`config.mk`:
```
export PLATFORM = sky130hd
export DESIGN_NAME = moore_vend_fsm_flat
export DESIGN_NICKNAME = d
export VERILOG_FILES = /design/src/rtl/moore_vend_pkg.sv /design/src/rtl/moore_vend_fsm_if.sv /design/src/rtl/moore_vend_coin_sum.sv /design/src/rtl/moore_vend_fsm.sv /design/src/flat_wrapper.sv
export SDC_FILE = /design/constraint.sdc
export NUM_CORES = 1
export LEC_CHECK = 0
export CORE_AREA = 3 3 40 42
export DETAILED_ROUTE_END_ITERATION = 16
export DIE_AREA = 0 0 43 45
export PLACE_DENSITY_LB_ADDON = 0.1
export SLEW_MARGIN = 20
export SYNTH_ARGS = -nofsm -noshare
export SYNTH_HDL_FRONTEND = slang
export SYNTH_SLANG_ARGS = --single-unit
export TNS_END_PERCENT = 30
```
`constraint.sdc`:
```
create_clock -name clock -period 7.5 [get_ports clock]
set_clock_uncertainty 0.2 [all_clocks]
set_input_delay 2.25 -clock clock [delete_from_list [all_inputs] [get_ports clock]]
set_output_delay 2.25 -clock clock [all_outputs]
set_load 0.005 [all_outputs]
```
`src/rtl/moore_vend_pkg.sv`:
```
// Shared types and constants for the Moore vending controller.
// Coin values are held in 5-rupee units throughout.
package moore_vend_pkg;

    typedef enum logic [1:0] {
        IDLE     = 2'd0,
        CREDIT   = 2'd1,
        DISPENSE = 2'd2
    } state_t;

    localparam logic [3:0] COIN5  = 4'd1;
    localparam logic [3:0] COIN10 = 4'd2;
    localparam logic [3:0] COIN25 = 4'd5;

    function automatic int credit_w(input int price);
        return $clog2(price / 5 + 1) + 1;
    endfunction

endpackage

```
`src/rtl/moore_vend_fsm_if.sv`:
```
// Coin/dispense bundle between the coin acceptor, controller and actuator.
// MOORE_VEND_CHANGE_EN adds the changeDue output (rupees).
interface moore_vend_fsm_if;
    logic       fiveRupees;
    logic       tenRupees;
    logic       twentyFiveRupees;
    logic       theProduct;
`ifdef MOORE_VEND_CHANGE_EN
    logic [5:0] changeDue;

    modport master (output fiveRupees, tenRupees, twentyFiveRupees,
                    input  theProduct, changeDue);
    modport slave  (input  fiveRupees, tenRupees, twentyFiveRupees,
                    output theProduct, changeDue);
`else
    modport master (output fiveRupees, tenRupees, twentyFiveRupees,
                    input  theProduct);
    modport slave  (input  fiveRupees, tenRupees, twentyFiveRupees,
                    output theProduct);
`endif
endinterface

```
`src/rtl/moore_vend_coin_sum.sv`:
```
// Combinational adder: simultaneous coin strobes -> total in 5-rupee units (max 8).
module moore_vend_coin_sum
    import moore_vend_pkg::*;
(
    input  logic       i_five,
    input  logic       i_ten,
    input  logic       i_twentyFive,
    output logic [3:0] o_units
);

    assign o_units = (i_five       ? COIN5  : 4'd0)
                   + (i_ten        ? COIN10 : 4'd0)
                   + (i_twentyFive ? COIN25 : 4'd0);

endmodule

```
`src/rtl/moore_vend_fsm.sv`:
```
// Moore vending controller: accumulates coins, strobes theProduct one cycle per sale.
// MOORE_VEND_CHANGE_EN enables the registered changeDue output.
module moore_vend_fsm
    import moore_vend_pkg::*;
#(
    parameter int PRICE = 25
) (
    input  logic             clock,
    input  logic             reset,
    moore_vend_fsm_if.slave  bus
);

    localparam int            CW      = credit_w(PRICE);
    localparam int            SW      = 7;
    localparam logic [SW-1:0] PRICE_U = SW'(PRICE / 5);

    state_t          currentState, w_nextState;
    logic [CW-1:0]   r_credit, w_nextCredit;
    logic [3:0]      w_units;
    logic [SW-1:0]   w_base, w_total;

    moore_vend_coin_sum u_coin_sum (
        .i_five       (bus.fiveRupees),
        .i_ten        (bus.tenRupees),
        .i_twentyFive (bus.twentyFiveRupees),
        .o_units      (w_units)
    );

    // A sale consumes the credit, so a DISPENSE cycle restarts from this cycle's coins.
    always_comb begin
        w_nextState  = currentState;
        w_nextCredit = r_credit;
        w_base       = (currentState == DISPENSE) ? '0 : SW'(r_credit);
        w_total      = w_base + SW'(w_units);
        if (w_total >= PRICE_U) begin
            w_nextState  = DISPENSE;
            w_nextCredit = '0;
        end else if (w_total == '0) begin
            w_nextState  = IDLE;
            w_nextCredit = '0;
        end else begin
            w_nextState  = CREDIT;
            w_nextCredit = CW'(w_total);
        end
    end

    always_ff @(posedge clock) begin
        if (!reset) begin
            currentState <= IDLE;
            r_credit     <= '0;
        end else begin
            currentState <= w_nextState;
            r_credit     <= w_nextCredit;
        end
    end

    assign bus.theProduct = (currentState == DISPENSE);

`ifdef MOORE_VEND_CHANGE_EN
    logic [5:0] r_change, w_nextChange;

    always_comb begin
        w_nextChange = '0;
        if (w_total >= PRICE_U)
            w_nextChange = 6'((w_total - PRICE_U) * SW'(5));
    end

    always_ff @(posedge clock) begin
        if (!reset) r_change <= '0;
        else        r_change <= w_nextChange;
    end

    assign bus.changeDue = r_change;
`endif

endmodule

```
`src/flat_wrapper.sv`:
```
// flat-port wrapper written by rule: the top's interface ports become plain ports
module moore_vend_fsm_flat import moore_vend_pkg::*;
#(
    parameter int PRICE = 25
)
  (clock, reset, bus_fiveRupees, bus_tenRupees, bus_twentyFiveRupees, bus_theProduct);
  moore_vend_fsm_if bus_i ();
  input  logic clock;
  input  logic reset;
  input wire logic [$bits(bus_i.fiveRupees)-1:0] bus_fiveRupees;
  input wire logic [$bits(bus_i.tenRupees)-1:0] bus_tenRupees;
  input wire logic [$bits(bus_i.twentyFiveRupees)-1:0] bus_twentyFiveRupees;
  output wire logic [$bits(bus_i.theProduct)-1:0] bus_theProduct;
  assign bus_i.fiveRupees = bus_fiveRupees;
  assign bus_i.tenRupees = bus_tenRupees;
  assign bus_i.twentyFiveRupees = bus_twentyFiveRupees;
  assign bus_theProduct = bus_i.theProduct;
  moore_vend_fsm #(.PRICE(PRICE)) u_core (.clock(clock), .reset(reset), .bus(bus_i));
endmodule
```
==> run metrics <==
Setup WS post-layout 2.95 ns; Cell variety after synth 22; root buf cell clkbuf_4; drc violations 0; Worst Path Required 7.46 ns; Synth top area share 30.1%; clk_lat worst skew 0.24 ns; First-pass DRT Iterations 2; H-Tree Depth 1; warnings from Yosys 0; setup bufs post-CTS 0; VDD IR-drop max 0.118 mV; CTS tree done; synthesized cell area 399 um2; Final Cycle Share 60.7%; PostCTS Resize Cnt 0; combinational power share 41.8%; nets@finish 62; ant diodes 0; gate count of the mapped netlist 40; drt wl/cell 9.95 um; Site Rows 13; Placer Congestion 0.648; Total GRT Usage 8.35%; Synth Net Count 52; Setup TNS 0 ns; Setup Viol. Count Final 0; Yosys top cell by area dfxtp_1; crit path DAT 4.51 ns; first-pass GRT wire length 1.12 mm; Mapped Avg Cell Area 9.98 um2; CTS Buf Count 3; Sequential Power Share 34.0%; vias per cell 4.48; outcome complete, no violations; Min Hold Slack 0.498 ns; Max Cap Viol 0; Leakage 0.217 nW; min cycle time layout 4.55 ns; area grow syn2layout 22.9%; largest cells by area after synthesis dfxtp_1 30%, ha_1 19%, fa_1 5.0%; number of hold-repair buffers added at the cts stage 0; Pint 0.0787 mW; area of the core 1280 um2; clock sink count 6; post-route cell area 490 um2; First DRT Iteration DRCs 1; initial antenna violation count 0; type of destination of the critical path flip-flop; Detailed Route WL 627 um; Clk pwr share 24.2%; final hold vios 0; Die Ht 45 um; crit-path max FO 4; Hold Crit Class flip-flop to flip-flop; post-synthesis sequential area ratio 30.1%; P_sw 0.0367 mW; Detail Route Antenna Nets 0; Slew Viols, Final 0; vias post-DR 282; largest net degree at the start of global routing 6; dpl cell area 468 um2; DIE AREA 1940 um2; FMAX 0.220 GHz; layout cells sized above 1 16.7%; DP Worst Slack 2.70 ns; clock buffer depth 2; number of port buffers 5; Die W 43 um; Crit Path Class input pin to flip-flop; Boundary Pins 6; Startpoint Class input pin; vias in the first global route 273; total grt overflow 0; Net Sw Frac 31.8%; Starting Density 31.1%; Yosys reg bits 6; clock-pin slew on the worst setup and hold paths 0.04 ns; RSZ-0062 raised after global routing false; PwrDens 235 nW/um2
[power by group through the flow]
stage / clock [mW] / sequential (mW) / combinational, mW
after CTS: 0.0301 / 0.0392 / 0.0493
final: 0.0279 / 0.0392 / 0.0483
after global routing: 0.0327 / 0.0397 / 0.0545
after detailed placement: 0 / 0.0397 / 0.0489
after floorplan: 0 / 0.0394 / 0.0362
after global placement: 0 / 0.0396 / 0.0479
[cell type report]
| class | instances | area, um2 |
|---|---|---|
| sequential | 6 | 120 |
| tap | 15 | 18.8 |
| multi-input combinational | 30 | 264 |
| inverter | 4 | 15.0 |
| clock buffer | 3 | 22.5 |
| fill | 129 | 795 |
| timing repair buffer | 5 | 50.0 |
[cell usage in the layout (no fill, tap or decap)]
cell             netlist  final
nand2b_1               1      1
xor2_1                 1      1
and2_1                 3      3
a211oi_2               1      1
o21ai_0                1      1
conb_1                 1      1
nand2_1                1      1
nor3_1                 2      2
a21oi_1                2      2
dfxtp_1                6      6
clkbuf_4               0      3
fa_1                   1      1
nand3_1                2      2
ha_1                   6      6
clkdlybuf4s50_1        0      5
nor3b_2                1      1
xor2_2                 1      1
inv_1                  4      4
nor2_1                 1      1
nor2b_1                1      1
a2bb2oi_2              1      1
o21a_1                 1      1
and3_1                 1      1
o211ai_2               1      1
[worst max-delay path: stages]
cell and delay, ns:
clkdlybuf4s50_1 0.46, ha_1 0.23, ha_1 0.29, inv_1 0.06, fa_1 0.56, nor2b_1 0.28
o211ai_2 0.17, a211oi_2 0.20
[sequential cells by signal (all words and copies together) (netlist names)]
register,flops
u_core.r_credit,4
u_core.currentState,2
[cell usage after synthesis, drive strengths merged]
| cell type | n |
|---|---|
| dfxtp | 6 |
| ha | 6 |
| inv | 4 |
| and2 | 3 |
| a21oi | 2 |
| nand3 | 2 |
| nor3 | 2 |
| xor2 | 2 |
| a211oi | 1 |
| a2bb2oi | 1 |
| and3 | 1 |
| conb | 1 |
| fa | 1 |
| nand2 | 1 |
| nand2b | 1 |
| nor2 | 1 |
| nor2b | 1 |
| nor3b | 1 |
| o211ai | 1 |
| o21a | 1 |
| o21ai | 1 |
[per-stage QoR]
stage | utilization (%) | power (mW) | std cells
floorplan | - | 0.0757 | 40
global placement | 36.4 | 0.0875 | 60
detailed placement | 36.4 | 0.0886 | 60
CTS | 38.2 | 0.119 | 63
global route | 38.2 | 0.127 | 63
finish | 38.2 | 0.115 | 63
[cells by family after synthesis]
group	synth area share, %
simple gates	19.4
compound gates	15.7
fa+ha+maj	23.8
flops	30.1
buf+inv	3.76
xor+xnor	6.27
other cells	0.940
[routing by layer]
metal  vias to the layer above  track usage, %  wire, um
li1                        155               -         -
met1                       122            9.25       284
met2                         5            12.9       307
met3                         0            2.79        36
met4                         0            7.23         0
met5                         -               0         0
[final timing paths]
check	slack, ns	startpoint	cells after the start	end
hold / removal	0.50	u_core.r_credit[1]$_SDFF_PP0_	3	u_core.r_credit[1]$_SDFF_PP0_
hold reg to reg	0.50	u_core.r_credit[1]$_SDFF_PP0_	3	u_core.r_credit[1]$_SDFF_PP0_
setup / recovery	2.95	bus_twentyFiveRupees	8	u_core.currentState[0]$_SDFF_PP0_
setup reg to reg	5.21	u_core.currentState[0]$_SDFF_PP0_	8	u_core.currentState[0]$_SDFF_PP0_
(Power assumes the default switching activity.)
